[src/rtl/store_rmw_ctrl.sv]
// Load/store sequencer for the multicycle CPU; sub-word stores are done as
// read-modify-write through an internal MDR and the external merge unit.
module store_rmw_ctrl #(
  parameter int unsigned MEM_LAT = 1
) (
  input  logic        clk,
  input  logic        reset,
  input  logic        req_valid,
  output logic        req_ready,
  input  logic        req_write,
  input  logic [1:0]  req_size,
  input  logic [31:0] req_addr,
  input  logic [31:0] req_wdata,
  output logic [31:0] mem_addr,
  output logic        mem_we,
  output logic [31:0] mem_wdata,
  input  logic [31:0] mem_rdata,
  output logic [31:0] mdr_q,
  output logic [31:0] b_q,
  output logic [1:0]  merge_ctrl,
  input  logic [31:0] merge_out,
  output logic [31:0] rdata,
  output logic        done,
  output logic        err
);

  typedef enum logic [1:0] {IDLE, RD, WR, DN} state_t;

  localparam logic [1:0] SZ_WORD = 2'b10;
  localparam logic [1:0] SZ_ILL  = 2'b11;
  localparam logic [2:0] RD_LAST = 3'(MEM_LAT - 1);

  state_t     state;
  logic [2:0] rd_cnt;
  logic [1:0] size_q;
  logic       write_q;

  assign mem_wdata = merge_out;

  // Outputs are registered alongside the state they belong to, so each one
  // is set on the edge that enters its state and cleared by the default.
  always_ff @(posedge clk) begin
    if (reset) begin
      state      <= IDLE;
      rd_cnt     <= '0;
      size_q     <= SZ_WORD;
      write_q    <= 1'b0;
      req_ready  <= 1'b1;
      mem_addr   <= '0;
      mem_we     <= 1'b0;
      mdr_q      <= '0;
      b_q        <= '0;
      rdata      <= '0;
      merge_ctrl <= SZ_WORD;
      done       <= 1'b0;
      err        <= 1'b0;
    end else begin
      mem_we     <= 1'b0;
      merge_ctrl <= SZ_WORD;
      done       <= 1'b0;
      err        <= 1'b0;
      case (state)
        IDLE: begin
          if (req_valid) begin
            mem_addr  <= req_addr;
            size_q    <= req_size;
            write_q   <= req_write;
            b_q       <= req_wdata;
            rd_cnt    <= '0;
            req_ready <= 1'b0;
            if (req_size == SZ_ILL) begin
              state <= DN;
              done  <= 1'b1;
              err   <= 1'b1;
            end else if (req_write && req_size == SZ_WORD) begin
              state      <= WR;
              mem_we     <= 1'b1;
              merge_ctrl <= req_size;
            end else begin
              state <= RD;
            end
          end
        end
        RD: begin
          rd_cnt <= rd_cnt + 3'd1;
          if (rd_cnt == RD_LAST) begin
            mdr_q <= mem_rdata;
            rdata <= mem_rdata;
            if (write_q) begin
              state      <= WR;
              mem_we     <= 1'b1;
              merge_ctrl <= size_q;
            end else begin
              state <= DN;
              done  <= 1'b1;
            end
          end
        end
        WR: begin
          state <= DN;
          done  <= 1'b1;
        end
        DN: begin
          state     <= IDLE;
          req_ready <= 1'b1;
        end
        default: begin
          state     <= IDLE;
          req_ready <= 1'b1;
        end
      endcase
    end
  end

endmodule

[config.mk]
export PLATFORM = sky130hd
export DESIGN_NAME = store_rmw_ctrl
export DESIGN_NICKNAME = d
export VERILOG_FILES = /design/src/rtl/store_rmw_ctrl.sv
export SDC_FILE = /design/constraint.sdc
export NUM_CORES = 1
export LEC_CHECK = 0
export ABC_CLOCK_PERIOD_IN_PS = 1500
export CORE_UTILIZATION = 25
export DETAILED_ROUTE_END_ITERATION = 7
export GPL_TIMING_DRIVEN = 0
export PLACE_DENSITY = 0.59
export RECOVER_POWER = 25
export SYNTH_ARGS = -nofsm -noshare
export SYNTH_HDL_FRONTEND = slang
export SYNTH_SLANG_ARGS = --single-unit
[constraint.sdc]
create_clock -name clk -period 1.5 [get_ports clk]
set_input_delay 0.15 -clock clk [delete_from_list [all_inputs] [get_ports clk]]
set_output_delay 0.15 -clock clk [all_outputs]
set_load 0.02 [all_outputs]
==> metrics.cfg, run 1 <==
[status]
status = finished, final reports clean

[floorplanning]
die-area_um2 = 18500
initial_utilization_pct = 25.7
die_h_um = 136
die_w_um = 136
core_um2 = 17400
io_pins = 300
rows = 48

[logic_synthesis]
synthFlopType = dfxtp_1
ys_ff_latch = 110
async_flop_share_pct = 0
syn_area_um2 = 4480
synth_edf_count = 0
synth_area_leader_cell = dfxtp_1
synth_area_leaders = dfxtp_1 49%, nand2_1 17%, a21oi_1 11%, buf_4 11%, buf_2 2.1%
syn_inst = 563
seq_area_frac_synth_pct = 49.1
synth_top_area_share_pct = 49.1
synth_common_cells = 202 x nand2_1, 110 x dfxtp_1, 103 x a21oi_1
yosysWarningCount = 0
synth_cell_types = 32
syn_avg_cell_area_um2 = 7.96
synth_most_common_cell = nand2_1
syn_nets = 703

[sta]
timing.fmax_ghz = 0.678
fin_setup_tns_ns = 0
skew_ns = 0.00942
worst_pin_slew_ns = 0.496
final_max_slew_viol_count = 0
min_period_over_period_pct = 98.3
setup_viol = 0
min_period_ns = 1.47
grt_setup_unrepaired = yes
finalHoldViolCount = 0
slew_headroom_pct = 66.9

[worst_hold_path]
hold_path_class = in -> reg
hold_path.startpoint = mem_rdata[0]
holdPathStages = 3

[placed_design]
dp_cells = 1055
dp_hpwl_um = 11600
place.gp.congestion = 0.766
port_buffers = 267

[global_routing]
antenna_found_initial = 0
track_usage_pct = 16.3
grt_pass1_vias = 4245
grt_overflow_total = 0
grt_pass1_wl_um = 22800
grt_max_degree = 20

[finish]
area_growth_pct = 73.8
nets = 993
multi_input_area_um2 = 1690
fill_cells = 1818
drive_gt1_share_pct = 16.2
antenna-diode-count = 0
layoutNonFillerInstCount = 1083
regArea_um2 = 2210

[route]
ant_nets = 0
routed.top_layer = met4
drtPass1Iterations = 4
vias = 4565
wl_per_cell_um = 14.1
wl_um = 15300
wl_met2_um = 7140
detail_route.vias_per_cell = 4.22
wl_met1_um = 6190
drc = 0
dr.first_iter.drc_count = 143
wl_met3_um = 1790

[cts]
cts.sinks = 110
numCtsBuffers = 9
cts_tree = built
clockBufferDepth = 2
clock_latency_ns = 0.35
path_clk_slew_ns = 0.08
ctsHtreeMaxLevel = 3
root_buffer = clkbuf_16

[setup_path]
startpoint_type = flop
crit_required_ns = 1.73
regToRegStartpoint = rd_cnt[0]$_SDFFE_PP0P_
cp_cell_sequence = inv_2 -> ha_2 -> and3b_1 -> buf_6 -> nand2_4 -> or4_4
crit_path_max_fanout = 3
crit_arrival_ns = 1.70
reg2reg_depth = 6
critPathKind = reg -> reg
crit_slowest_cell = or4_4
cp-end-kind = flop
startpoint = rd_cnt[0]$_SDFFE_PP0P_
critPathMaxStageDelay_ns = 0.43

[pwr]
total_power_uw = 12000
p_leak_uw = 0.00349
peakVddDrop_v = 0.000722
powerDensity_nw_per_um2 = 1540

[flow_run]
drv_cap = 0

## report_power, final
part           leakage [uW]  internal, uW  total (uW)  switching (uW)
clock network      0.000148          1320        2490            1170
registers          0.000902          3530        3920             385
logic               0.00244          2560        5580            3020
total               0.00349          7420       12000            4570
## area by class of cell
class | instances | share of cell area, %
Timing Repair Buffer | 282 | 33.1
Sequential cell | 110 | 28.4
Multi-Input combinational cell | 348 | 21.7
Buffer | 97 | 9.07
Tap cell | 225 | 3.61
Clock buffer | 9 | 2.89
Clock inverter | 7 | 1.03
Inverter | 5 | 0.273
## worst max-delay path, delay by kind of cell, from the launching register on
family	cells	cell delay [ns]
simple gates	3	0.66
flops	1	0.34
buf+inv	2	0.18
fa+ha+maj	1	0.17
## per-stage QoR
| stage | setup slack [ns] | cell area [um2] | utilization (%) | hold slack [ns] |
|---|---|---|---|---|
| after CTS | 0.00146 | 7850 | 45.1 | 0.321 |
| after global routing | -0.0268 | 7790 | 44.7 | 0.328 |
| final | 0.0251 | 7790 | 44.7 | 0.336 |
| after floorplan | 0.0419 | 4480 | - | 0.249 |
| after global placement | -0.533 | 7440 | 42.7 | 0.441 |
| after detailed placement | -0.556 | 7440 | 42.7 | 0.443 |
## metal layers
| metal | vias up | track usage [%] |
|---|---|---|
| li1 | 2332 | - |
| met1 | 1990 | 18.6 |
| met2 | 233 | 27.5 |
| met3 | 10 | 7.12 |
| met4 | 0 | 4.51 |
| met5 | - | 0 |
## worst paths after layout
kind                                    to  slack, ns
hold / removal       rdata[0]$_SDFFE_PP0P_       0.34
setup reg to reg  merge_ctrl[1]$_SDFF_PP1_       0.03
setup / recovery  merge_ctrl[1]$_SDFF_PP1_       0.03
hold reg to reg     size_q[0]$_SDFFE_PP0P_       0.45
## registers in the layout (all words and copies together), names as in the netlist
name,flops
b_q,32
mem_addr,32
rdata,32
rd_cnt,3
merge_ctrl,2
size_q,2
state,2
done,1
err,1
mem_we,1
req_ready,1
write_q,1
## cell usage in the layout, fill, tap and decap left out, drive strengths merged, types with 3 or more instances in the layout
cell and count:
nand4b 3, dlygate4sd2 56, nor2 3, ha 6
nand2b 5, dfxtp 110, clkbuf 53, buf 99
a21oi 103, nor2b 5, inv 8, dlymetal6s2s 12
clkdlybuf4s50 136, dlygate4sd3 32, nand2 202
## repair_timing
item / CTS / global route
gates resized for setup: 90 / 68
setup endpoints to repair: 164 / 135
cloned: 0 / 0
pin swaps: 3 / 7
buffers inserted: 8 / 7
hold buffers: 0 / 0
## cells by family after synthesis
kind of cell / Yosys count / synth area share (%)
mux: 1 / 0.223
fa+ha+maj: 6 / 1.67
simple gates: 227 / 20.5
compound gates: 114 / 13.5
flops: 110 / 49.1
buf+inv: 105 / 15.0
Power figures use the tool's default switching activity.
==> run 2, diff against run 1 <==
ABC_CLOCK_PERIOD_IN_PS = 1400   (was 1500)
PLACE_DENSITY = 0.57   (was 0.59)
clock period = 1.4 ns   (was 1.5 ns; I/O delays follow)
==> run 2 against run 1 <==
The run now ends with negative setup slack left; critical path depth shrank 1; count of clock-buffer cells in the layout grew 1; sequential share of layout area shrank 1.3 points; non-clock buffer count grew 3; combinational power grew 17%; clock power grew 16%; global-route usage grew 0.26 points; setup slack lost 0.086 ns; maximum frequency grew 0.94%; sequential power grew 6.6%; total power grew 13%.
==> metrics.cfg, run 2 (synthesis results as in run 1) <==
[cts]
numCtsBuffers = 9  ; unchanged
ctsHtreeMaxLevel = 3  ; unchanged
cts_tree = built
clockBufferDepth = 2  ; unchanged
root_buffer = clkbuf_16
path_clk_slew_ns = 0.08  ; about the same
cts-hold-fix-buffers = 0  ; unchanged
cts.sinks = 110  ; unchanged
clock_latency_ns = 0.35  ; about the same

[sta]
min_period_over_period_pct = 104  ; +6.0 points
timing.fmax_ghz = 0.684  ; +0.94%
skew_ns = 0.00782  ; -0.00160 ns
slew_headroom_pct = 67.9  ; +0.95 points
setup_slack_ns = -0.0612  ; -0.0863 ns
finalHoldViolCount = 0  ; unchanged
worst_pin_slew_ns = 0.482  ; -0.0142 ns
final_max_slew_viol_count = 0  ; unchanged
hold_slack_ns = 0.323  ; -0.0129 ns
setup_viol = 35  ; +35
grt_setup_unrepaired = yes
fin_setup_tns_ns = -1.11  ; -1.11 ns
min_period_ns = 1.46  ; -0.0137 ns

[finish]
nets = 996  ; +0.30%
drive_gt1_share_pct = 20.3  ; +4.1 points
final_common_cell = nand2_1
fill_cells = 1799  ; -1.0%
most-common-layout-cells = 188 x nand2_1, 132 x dlygate4sd2_1, 106 x dfxtp_1
antenna-diode-count = 0  ; unchanged
layoutNonFillerInstCount = 1086  ; +0.28%
final_cell_area_um2 = 8160  ; +4.7%
area_growth_pct = 82.0
largestRegisters = b_q (32), mem_addr (32), rdata (32)

[floorplanning]
die_h_um = 136  ; unchanged
core_um2 = 17400  ; unchanged
die-area_um2 = 18500  ; unchanged
rows = 48  ; unchanged
die_w_um = 136  ; unchanged
io_pins = 300  ; unchanged
initial_utilization_pct = 25.7  ; unchanged

[setup_path]
r2r_end = merge_ctrl[1]$_SDFF_PP1_
critPathKind = reg -> reg
crit_arrival_ns = 1.69  ; about the same
reg2reg_depth = 5  ; -1
path_buf_inv = 1  ; -1
regToRegStartpoint = state[0]$_SDFFE_PP0P_
critPathMaxStageDelay_ns = 0.40  ; -0.03 ns
startpoint_type = flop
crit_path_max_fanout = 3  ; unchanged
path_delay_family = simple AND/OR/NAND/NOR gates
reg2reg_slack_ns = -0.06  ; -0.09 ns
cp_cell_sequence = buf_12 -> ha_4 -> and3b_2 -> nand2_2 -> or4_1
crit_required_ns = 1.63  ; -0.10 ns
startpoint = state[0]$_SDFFE_PP0P_
crit_slowest_cell = or4_1
cp-end-kind = flop

[status]
violations = negative setup slack
status = finished with violations

[placed_design]
pre_cts_ws_ns = -0.602  ; -0.0465 ns
dpl_cell_area_um2 = 7440  ; about the same
dp_cells = 1055  ; unchanged
dp_hpwl_um = 11700  ; +0.67%
port_buffers = 267  ; unchanged
place.gp.congestion = 0.806  ; +5.2%

[worst_hold_path]
hold_path_class = in -> reg
holdPathEnd = b_q[5]$_SDFFE_PP0P_
holdPathStages = 3  ; unchanged
hold_path.startpoint = req_wdata[5]

[route]
wl_um = 15600  ; +1.9%
dr.first_iter.drc_count = 97  ; -32%
drtPass1Iterations = 4  ; unchanged
vias = 4611  ; +1.0%
detail_route.vias_per_cell = 4.25  ; +0.73%
wl_per_cell_um = 14.3  ; +1.6%
drc = 0  ; unchanged
ant_nets = 0  ; unchanged

[global_routing]
grt_pass1_wl_um = 23000  ; +0.64%
grt_pass1_vias = 4224  ; -0.49%
antenna_found_initial = 1  ; +1
track_usage_pct = 16.6  ; +0.26 points
grt_max_degree = 19  ; -5.0%
grt_overflow_total = 0  ; unchanged

[pwr]
p_leak_uw = 0.00379  ; +8.8%
powerDensity_nw_per_um2 = 1670  ; +8.4%
peakVddDrop_v = 0.000915  ; +27%

[flow_run]
drv_cap = 0  ; unchanged

==> run 2: power breakdown <==
part / total (uW) / switching, uW / internal (uW)
combinational: 6530 / 3430 / 3100
clock: 2890 / 1250 / 1630
sequential: 4180 / 402 / 3780
total: 13600 / 5090 / 8510
==> run 2: worst max-delay path by stage <==
stage / cells past startpoint / to / slack, ns
floorplan: 6 / state[1]$_SDFFE_PP0P_ / -0.007
global placement: 4 / mem_addr[6]$_SDFFE_PP0P_ / -0.58
detailed placement: 4 / mem_addr[5]$_SDFFE_PP0P_ / -0.60
CTS: 6 / merge_ctrl[1]$_SDFF_PP1_ / -0.09
global route: 8 / rdata[17]$_SDFFE_PP0P_ / -0.12
finish: 5 / merge_ctrl[1]$_SDFF_PP1_ / -0.06
==> run 2: worst register-to-register path: stages (launching register included) <==
cell and delay, ns:
dfxtp_4 0.37, buf_12 0.10, ha_4 0.15, and3b_2 0.25, nand2_2 0.06, or4_1 0.40
==> run 2: area by class of cell <==
class,instances,area [um2],area share [%]
Inverter,5,21.3,0.261
Sequential cell,110,2210,27.1
Clock buffer,10,239,2.93
Multi-Input combinational cell,348,1810,22.2
Timing Repair Buffer,284,2710,33.2
Clock inverter,6,91.3,1.12
Buffer,98,800,9.80
Tap cell,225,282,3.45
==> run 2: repair_timing <==
action / CTS / global route
resized for setup: 195 / 65
pin swaps: 6 / 26
cloned: 0 / 2
setup endpoints to repair: 243 / 93
buffers inserted: 11 / 4
==> run 2: per-layer routing <==
| metal | GRT usage [%] | vias to the layer above | wire length, um |
|---|---|---|---|
| met5 | 0 | - | 13 |
| met4 | 5.37 | 2 | 184 |
| met3 | 7.64 | 14 | 1800 |
| met2 | 28.2 | 199 | 7520 |
| met1 | 18.1 | 2061 | 6040 |
| li1 | - | 2335 | - |
==> run 2: through the flow <==
step	power, uW	utilization [%]
2_1_floorplan	7430	-
3_3_place_gp	10100	42.7
3_5_place_dp	10100	42.7
4_1_cts	13200	45.3
5_1_grt	14500	46.8
6_report	13600	46.8
